**src/rtl/integrate_dump_if.sv**
```systemverilog
// Sample-in / symbol-out handshake bundle for the integrate-and-dump stage.
// master = upstream/downstream environment side, slave = the integrate_dump block.
interface integrate_dump_if #(
    parameter int DATA_W = 25,
    parameter int SPS    = 8
);
    localparam int ACC_W = DATA_W + $clog2(SPS);

    logic                     i_valid;
    logic signed [DATA_W-1:0] i_data;
    logic                     i_sync;
    logic                     i_ready;
    logic                     o_ready;
    logic                     o_valid;
    logic signed [ACC_W-1:0]  o_sum;
    logic                     o_bit;
    logic                     o_slip;

    modport master (
        output i_valid, i_data, i_sync, i_ready,
        input  o_ready, o_valid, o_sum, o_bit, o_slip
    );

    modport slave (
        input  i_valid, i_data, i_sync, i_ready,
        output o_ready, o_valid, o_sum, o_bit, o_slip
    );
endinterface

```
**src/rtl/integrate_dump.sv**
```systemverilog
// Integrate-and-dump: sums SPS signed difference samples per symbol and emits
// the sum with a hard-decision bit; i_sync restarts the symbol on its sample.
module integrate_dump #(
    parameter int DATA_W = 25,
    parameter int SPS    = 8
) (
    input  logic             clk,
    input  logic             reset,
    integrate_dump_if.slave  bus
);
    localparam int ACC_W = DATA_W + $clog2(SPS);
    localparam int CNT_W = $clog2(SPS);
    localparam logic [CNT_W-1:0] LAST_CNT = CNT_W'(SPS - 1);

    logic [CNT_W-1:0]        r_cnt;
    logic signed [ACC_W-1:0] r_acc;
    logic signed [ACC_W-1:0] r_sum;
    logic                    r_valid;
    logic                    r_bit;
    logic                    r_slip;

    logic                    w_ready;
    logic                    w_accept;
    logic                    w_last;
    logic                    w_dump;
    logic signed [ACC_W-1:0] w_sample;
    logic signed [ACC_W-1:0] w_total;

    // Output register is free, or its symbol leaves on this same edge.
    assign w_ready  = !reset && (!r_valid || bus.i_ready);
    assign w_accept = bus.i_valid && w_ready;
    assign w_last   = (r_cnt == LAST_CNT);
    assign w_dump   = w_accept && !bus.i_sync && w_last;
    assign w_sample = {{(ACC_W - DATA_W){bus.i_data[DATA_W-1]}}, bus.i_data};
    assign w_total  = r_acc + w_sample;

    // NOTE: all state below uses non-blocking assignments so every register
    // samples the pre-edge values of its neighbours, independent of statement order.
    always_ff @(posedge clk) begin
        if (reset) begin
            r_cnt   <= '0;
            r_acc   <= '0;
            r_sum   <= '0;
            r_valid <= 1'b0;
            r_bit   <= 1'b0;
            r_slip  <= 1'b0;
        end else begin
            r_slip <= w_accept && bus.i_sync && (r_cnt != '0);

            if (w_accept) begin
                if (bus.i_sync) begin
                    r_acc <= w_sample;
                    r_cnt <= CNT_W'(1);
                end else if (w_last) begin
                    r_acc <= '0;
                    r_cnt <= '0;
                end else begin
                    r_acc <= w_total;
                    r_cnt <= r_cnt + CNT_W'(1);
                end
            end

            // A dump on the draining edge reloads the register with no bubble.
            if (w_dump) begin
                r_sum   <= w_total;
                r_bit   <= !w_total[ACC_W-1];
                r_valid <= 1'b1;
            end else if (r_valid && bus.i_ready) begin
                r_valid <= 1'b0;
            end
        end
    end

    assign bus.o_ready = w_ready;
    assign bus.o_valid = r_valid;
    assign bus.o_sum   = r_sum;
    assign bus.o_bit   = r_bit;
    assign bus.o_slip  = r_slip;
endmodule
```
**src/flat_wrapper.sv**
```systemverilog
// flat-port wrapper written by rule: the top's interface ports become plain ports
module integrate_dump_flat 
#(
    parameter int DATA_W = 25,
    parameter int SPS    = 8
)
  (clk, reset, bus_i_valid, bus_i_data, bus_i_sync, bus_i_ready, bus_o_ready, bus_o_valid, bus_o_sum, bus_o_bit, bus_o_slip);
  integrate_dump_if #(.DATA_W(DATA_W), .SPS(SPS)) bus_i ();
  input  logic clk;
  input  logic reset;
  input wire logic [$bits(bus_i.i_valid)-1:0] bus_i_valid;
  input wire logic [$bits(bus_i.i_data)-1:0] bus_i_data;
  input wire logic [$bits(bus_i.i_sync)-1:0] bus_i_sync;
  input wire logic [$bits(bus_i.i_ready)-1:0] bus_i_ready;
  output wire logic [$bits(bus_i.o_ready)-1:0] bus_o_ready;
  output wire logic [$bits(bus_i.o_valid)-1:0] bus_o_valid;
  output wire logic [$bits(bus_i.o_sum)-1:0] bus_o_sum;
  output wire logic [$bits(bus_i.o_bit)-1:0] bus_o_bit;
  output wire logic [$bits(bus_i.o_slip)-1:0] bus_o_slip;
  assign bus_i.i_valid = bus_i_valid;
  assign bus_i.i_data = bus_i_data;
  assign bus_i.i_sync = bus_i_sync;
  assign bus_i.i_ready = bus_i_ready;
  assign bus_o_ready = bus_i.o_ready;
  assign bus_o_valid = bus_i.o_valid;
  assign bus_o_sum = bus_i.o_sum;
  assign bus_o_bit = bus_i.o_bit;
  assign bus_o_slip = bus_i.o_slip;
  integrate_dump #(.DATA_W(DATA_W), .SPS(SPS)) u_core (.clk(clk), .reset(reset), .bus(bus_i));
endmodule
```
**config.mk**
```make
export PLATFORM = sky130hd
export DESIGN_NAME = integrate_dump_flat
export DESIGN_NICKNAME = d
export VERILOG_FILES = /design/src/rtl/integrate_dump_if.sv /design/src/rtl/integrate_dump.sv /design/src/flat_wrapper.sv
export SDC_FILE = /design/constraint.sdc
export NUM_CORES = 1
export LEC_CHECK = 0
export BUFFER_PORTS_ARGS = -buffer_cell sky130_fd_sc_hd__buf_2
export CAP_MARGIN = 20
export CORE_ASPECT_RATIO = 0.7
export CORE_MARGIN = 1.5
export CORE_UTILIZATION = 55
export CTS_BUF_LIST = sky130_fd_sc_hd__clkbuf_4
export CTS_CLUSTER_DIAMETER = 120
export DETAILED_ROUTE_END_ITERATION = 8
export HOLD_SLACK_MARGIN = 0.15
export PLACE_DENSITY = 0.82
export RECOVER_POWER = 100
export SKIP_CTS_REPAIR_TIMING = 1
export SLEW_MARGIN = 20
export SYNTH_ARGS = -nofsm -noshare
export SYNTH_HDL_FRONTEND = slang
export SYNTH_SLANG_ARGS = --single-unit
```
**constraint.sdc**
```tcl
create_clock -name clk -period 2.8 [get_ports clk]
set_input_delay 0.14 -clock clk [delete_from_list [all_inputs] [get_ports clk]]
set_output_delay 0.14 -clock clk [all_outputs]
set_load 0.02 [all_outputs]
```
======== Yosys cells after proc, flatten, opt, wreduce, memory -nomap -nowiden ========
Cells that the tools add are included.
storage, ports and cells
  bits in registers ....................... 62
  latch bits .............................. 0
  memory bits (writable) .................. 0
  memory bits (read-only) ................. 0
  input port bits ......................... 30
  output and inout port bits .............. 32
  logic and storage cells ................. 29
  memories ................................ 0
operators by class
  $add $sub $neg .......................... 2
  $mul .................................... 0
  divide/modulo/power cells ............... 0
  $lt $le $gt $ge ......................... 0
  equal/unequal tests ..................... 1
  shift operators ......................... 0
  muxes and demuxes ....................... 6
  bitwise logic cells ..................... 0
  reduce and logical (&&, ||, !) cells .... 14
operators by type and width
  operator                                      count
  2-to-1 mux 28 bit                             2
  adder 28 x 25 -> 28 bit                       1
  logical AND 1 bit                             7
  2-to-1 mux 3 bit                              2
  logical NOT 1 bit                             4
  adder 3 x 1 -> 3 bit (second input constant)  1
  equality test 3 bit (second input constant)   1
  nonzero test 3 bit                            1
  2-to-1 mux 1 bit                              2
  nonzero test 2 bit                            1
  logical OR 1 bit                              1

======== Depth between registers and ports, before layout ========
  depth in word-level cells ............... 7
  mapped depth ............................ 9
  mapped depth without buffers ............ 9

======== Worst setup path after synthesis ========
OpenSTA, ideal clock, no wires.
  kind .................................... register to register
  from .................................... register u_core.r_acc[0]
  to ...................................... register u_core.r_acc[22]
  setup time .............................. 0.130 ns
  arrival time ............................ 2.077 ns
  required time ........................... 2.670 ns
  path slack .............................. 0.593 ns
  stages on the path, launching flop included .. 10
  buffers on the path ..................... 0
  period minus slack after synthesis ...... 2.207 ns
  path through ............................ dfxtp_1 ha_1 fa_1 a211oi_1 o211ai_1 nand3b_1 a21oi_1 a221oi_1 xor2_1 o22ai_1
on the way
  cells in the longest elaborated chain, start to end .. 3
RTL lines
  item                     line                  text
  start, declared          integrate_dump.sv:16  logic signed [ACC_W-1:0] r_acc;
  start signal, assigned   integrate_dump.sv:52  r_acc <= w_sample;
  start signal, assigned   integrate_dump.sv:58  r_acc <= w_total;
  adder 28 x 25 -> 28 bit  integrate_dump.sv:35  assign w_total = r_acc + w_sample;
  2-to-1 mux 28 bit        integrate_dump.sv:54  end else if (w_last) begin
  2-to-1 mux 28 bit        integrate_dump.sv:51  if (bus.i_sync) begin
No other way between the ends.
A chain may end at the register's enable or synchronous reset.

======== Worst setup path in the final report ========
  from .................................... input bus_i_data[0]
  to ...................................... register u_core.r_acc[16]
on the way
  cells in the longest elaborated chain, start to end .. 3
RTL lines
  item                     line                  text
  start, declared          flat_wrapper.sv:12    input wire logic [$bits(bus_i.i_data)-1:0] bus_i_data;
  adder 28 x 25 -> 28 bit  integrate_dump.sv:35
  2-to-1 mux 28 bit        integrate_dump.sv:54
  2-to-1 mux 28 bit        integrate_dump.sv:51
No other way between the ends.

==> impl_metrics.csv <==
group,metric,value,unit
setup_path,endpoint_kind,"flop",
finish,final_core_utilization,0.654,
routing,first_iter_violations,291,
yosys,ys_types,63,
floorplanning,start_util,0.582,
yosys,synthArstFlopShare,0,
yosys,syn_area_per_cell,8.00,sq um
yosys,synth_top_area_cell,"dfxtp_1",
run_status,status,"completed",
setup_path,slowest_stage,"dlygate4sd3_1",
timing,worst_slew_margin_rel,0.131,
timing,fin_skew,0.0141,ns
clock_tree,clockRootBuffer,"clkbuf_4",
floorplanning,ioPinCount,62,
setup_path,path_max_fanout,3,
yosys,synth_top_family_by_area,"compound AO/OA/AOI/OAI gates",
yosys,synth_area_leaders,"dfxtp_1 (31%), ha_1 (9.3%), a21oi_1 (7.3%), nand2_1 (6.6%), xnor2_1 (3.5%)",
yosys,synthCells,503,
setup_path,cp.required,3.11,ns
clock_tree,cts.sinks,62,
routing,vias,4188,
finish,num-nets-final,631,
placed_design,numPortBuffers,61,
timing,finalCriticalPeriod,2.62,ns
floorplanning,die_y,74.6,um
power_and_ir_drop,swShare,0.364,
floorplanning,dieArea,0.00785,sq mm
clock_tree,clk_latency,0.43,ns
power_and_ir_drop,p_seq_frac,0.438,
grt,grt_max_degree,50,
power_and_ir_drop,clkPwrFrac,0.254,
power_and_ir_drop,power.density,478,mW/mm^2
power_and_ir_drop,total_leakage_power,1.77,nW
routing,avgRoutedWirePerCell,17.3,um
yosys,synth_edf_count,0,
yosys,synth_compound_area_frac,0.276,
setup_path,worst-path-stages,11,
routing,drc,0,
routing,drtAntennaViolNets,0,
yosys,ys_seq_area_frac,0.308,
clock_tree,cts_tree,"done",
yosys,synth-seq-cells,62,
yosys,synthMuxAreaShare,0.00746,
clock_tree,cts.clk_slew.worst_paths,0.11,ns
setup_path,crit_family,"compound AO/OA/AOI/OAI gates",
timing,drv_slew,0,
yosys,netlist.area_leader.share,0.308,
timing,worst_slew_pin_slew,1.30,ns
grt,grt_use_total,0.297,
timing,setup_viol,0,
floorplanning,fp.dieW,105,um
setup_path,worst-path-buf-inv,2,
setup_path,critical_path_class,"in -> reg",
finish,drive_gt1_frac,0.104,
routing,drtPass1Iterations,4,
yosys,synthFlopType,"dfxtp_1",
yosys,syn_area,0.00403,sq mm
grt,grt.overflow.total,0,
finish,antenna_cells,0,
yosys,synth_xor_xnor_area_share,0.0522,
yosys,ys_warn_count,0,
floorplanning,core.rowCount,25,
timing,hold_viol,0,
grt,antenna_found_initial,0,
finish,regArea,0.00124,sq mm
yosys,synthesis.nets,564,
power_and_ir_drop,p_int,0.00138,W
clock_tree,cts_buffer_depth,2,
floorplanning,coreArea,0.00691,sq mm
routing,via_per_inst,6.26,
setup_path,cp_slowest_stage_delay,0.55,ns
timing,tns,0,ns
yosys,synthAdderAreaFrac,0.0982,
grt,grt_pass1_vias,3798,
placed_design,gp_congestion,0.948,
min_path,holdPathStages,4,
clock_tree,cts_buffers,9,
finish,multi_input_area,0.00257,sq mm
finish,area_growth,12.4,%
setup_path,reg2regPathDepth,9,
timing,period_share,0.937,
min_path,min-delay-path-class,"in -> reg",
timing,rsz0062_at_grt,"no",
placed_design,dp.final_hpwl,8010,um
setup_path,cp_cell_sequence,"dlygate4sd3_1 -> clkbuf_1 -> ha_1 -> fa_1 -> a211oi_1 -> o211ai_1 -> nand3b_1 -> nor3b_1 -> o21ai_0 -> xnor2_1 -> o22ai_1",
timing,max_freq,381,MHz
power_and_ir_drop,p_sw,0.000787,W
clock_tree,htree_levels,3,
yosys,yosys.area_share.simple,0.212,
power_and_ir_drop,pwr-share-comb,0.308,
routing,drt-total-wl,11600,um
setup_path,arrival,2.93,ns
power_and_ir_drop,ir_drop,0.000305,V
grt,grt_pass1_wl,18200,um
finish,fillers,605,
setup_path,cp-start-kind,"input pin",
run,maxCapViolCount,0,
==> power by group through the flow <==
stage                     sequential (W)  combinational, W  clock [W]
after floorplan                 0.000960          0.000506          0
after global placement          0.000964          0.000623          0
after detailed placement        0.000967          0.000639          0
after CTS                       0.000947          0.000643   0.000559
after global routing            0.000952          0.000729   0.000594
final                           0.000948          0.000665   0.000550
==> flip-flops by register name, indices dropped and copies added, names as in the netlist <==
| register | flops |
|---|---|
| u_core.bus.o_sum | 28 |
| u_core.r_acc | 28 |
| u_core.r_cnt | 3 |
| u_core.bus.o_bit | 1 |
| u_core.bus.o_slip | 1 |
| u_core.bus.o_valid | 1 |
==> placed cells by master (no fill, tap or decap), drive strengths merged, types with 2 or more instances in the layout <==
| cell | n |
|---|---|
| and4 | 3 |
| nor3 | 10 |
| nand2 | 71 |
| a21boi | 3 |
| nand3b | 4 |
| buf | 34 |
| mux2i | 3 |
| or3 | 3 |
| a21o | 6 |
| nor3b | 4 |
| a31oi | 9 |
| a211oi | 5 |
| xor2 | 8 |
| o22ai | 16 |
| nor2 | 25 |
| ha | 30 |
| o221ai | 2 |
| and2 | 5 |
| and3 | 17 |
| dfxtp | 62 |
| o21bai | 3 |
| clkinv | 4 |
| o21ai | 35 |
| a21oi | 60 |
| nand4 | 6 |
| inv | 6 |
| nor4 | 4 |
| xnor2 | 16 |
| o211ai | 4 |
| dlygate4sd3 | 13 |
| a221oi | 10 |
| or2 | 2 |
| clkbuf | 49 |
| o21a | 7 |
| nand3 | 22 |
| o31ai | 2 |
==> path summary, 6_finish.rpt <==
path | from | end | slack [ns]
hold reg to reg | u_core.bus.o_sum[0]$_SDFFE_PP0P_ | u_core.bus.o_sum[0]$_SDFFE_PP0P_ | 0.47
setup reg to reg | u_core.r_acc[0]$_SDFFE_PP0P_ | u_core.r_acc[16]$_SDFFE_PP0P_ | 0.25
hold / removal | bus_i_data[9] | u_core.r_acc[9]$_SDFFE_PP0P_ | 0.14
setup / recovery | bus_i_data[0] | u_core.r_acc[16]$_SDFFE_PP0P_ | 0.18
==> through the flow <==
step | std cells | hold WS (ns) | setup slack [ns] | instance area (sq um) | power (W)
finish | 669 | 0.139 | 0.176 | 4520 | 0.00216
global route | 669 | 0.154 | 0.0299 | 4520 | 0.00227
CTS | 656 | -0.00154 | 0.333 | 4480 | 0.00215
detailed placement | 640 | 0.447 | 0.348 | 4370 | 0.00161
global placement | 640 | 0.444 | 0.418 | 4370 | 0.00159
floorplan | 503 | 0.328 | 0.593 | 4030 | 0.00147
==> cells in the mapped netlist (all sizes together), types with 12 or more instances <==
cell type and count:
nand2 71, dfxtp 62, a21oi 60, o21ai 35, ha 30, nor2 25
nand3 22, and3 17, clkbuf 16, o22ai 16, xnor2 16, buf 12
==> logic make-up (layout without fill, tap and decap cells) <==
logic type / after synthesis / count (layout)
compound gates: 171 / 171
simple gates: 177 / 177
fa+ha+maj: 31 / 31
xor+xnor: 24 / 24
mux: 3 / 3
buf+inv: 35 / 107
flops: 62 / 62
==> routing by layer <==
layer  part of all wire  track usage
met1               0.46        0.401
met2               0.44        0.466
met3              0.075       0.0631
met4              0.025        0.129
met5                  0            0
==> layout make-up <==
cell class                      instances  area share
Timing Repair Buffer                   85       0.102
Multi-Input combinational cell        406       0.569
Clock inverter                          5     0.00581
Inverter                                6     0.00498
Clock buffer                           11      0.0183
Tap cell                               94      0.0260
Sequential cell                        62       0.274
==> worst min-delay path: cells and delay by family <==
family                 cells  cell delay, ns
buffers and inverters      1            0.09
and+or+nand+nor            1            0.14
AOI/OAI and AO/OA          2            0.16
No activity file was read; power rests on OpenSTA's default activity.
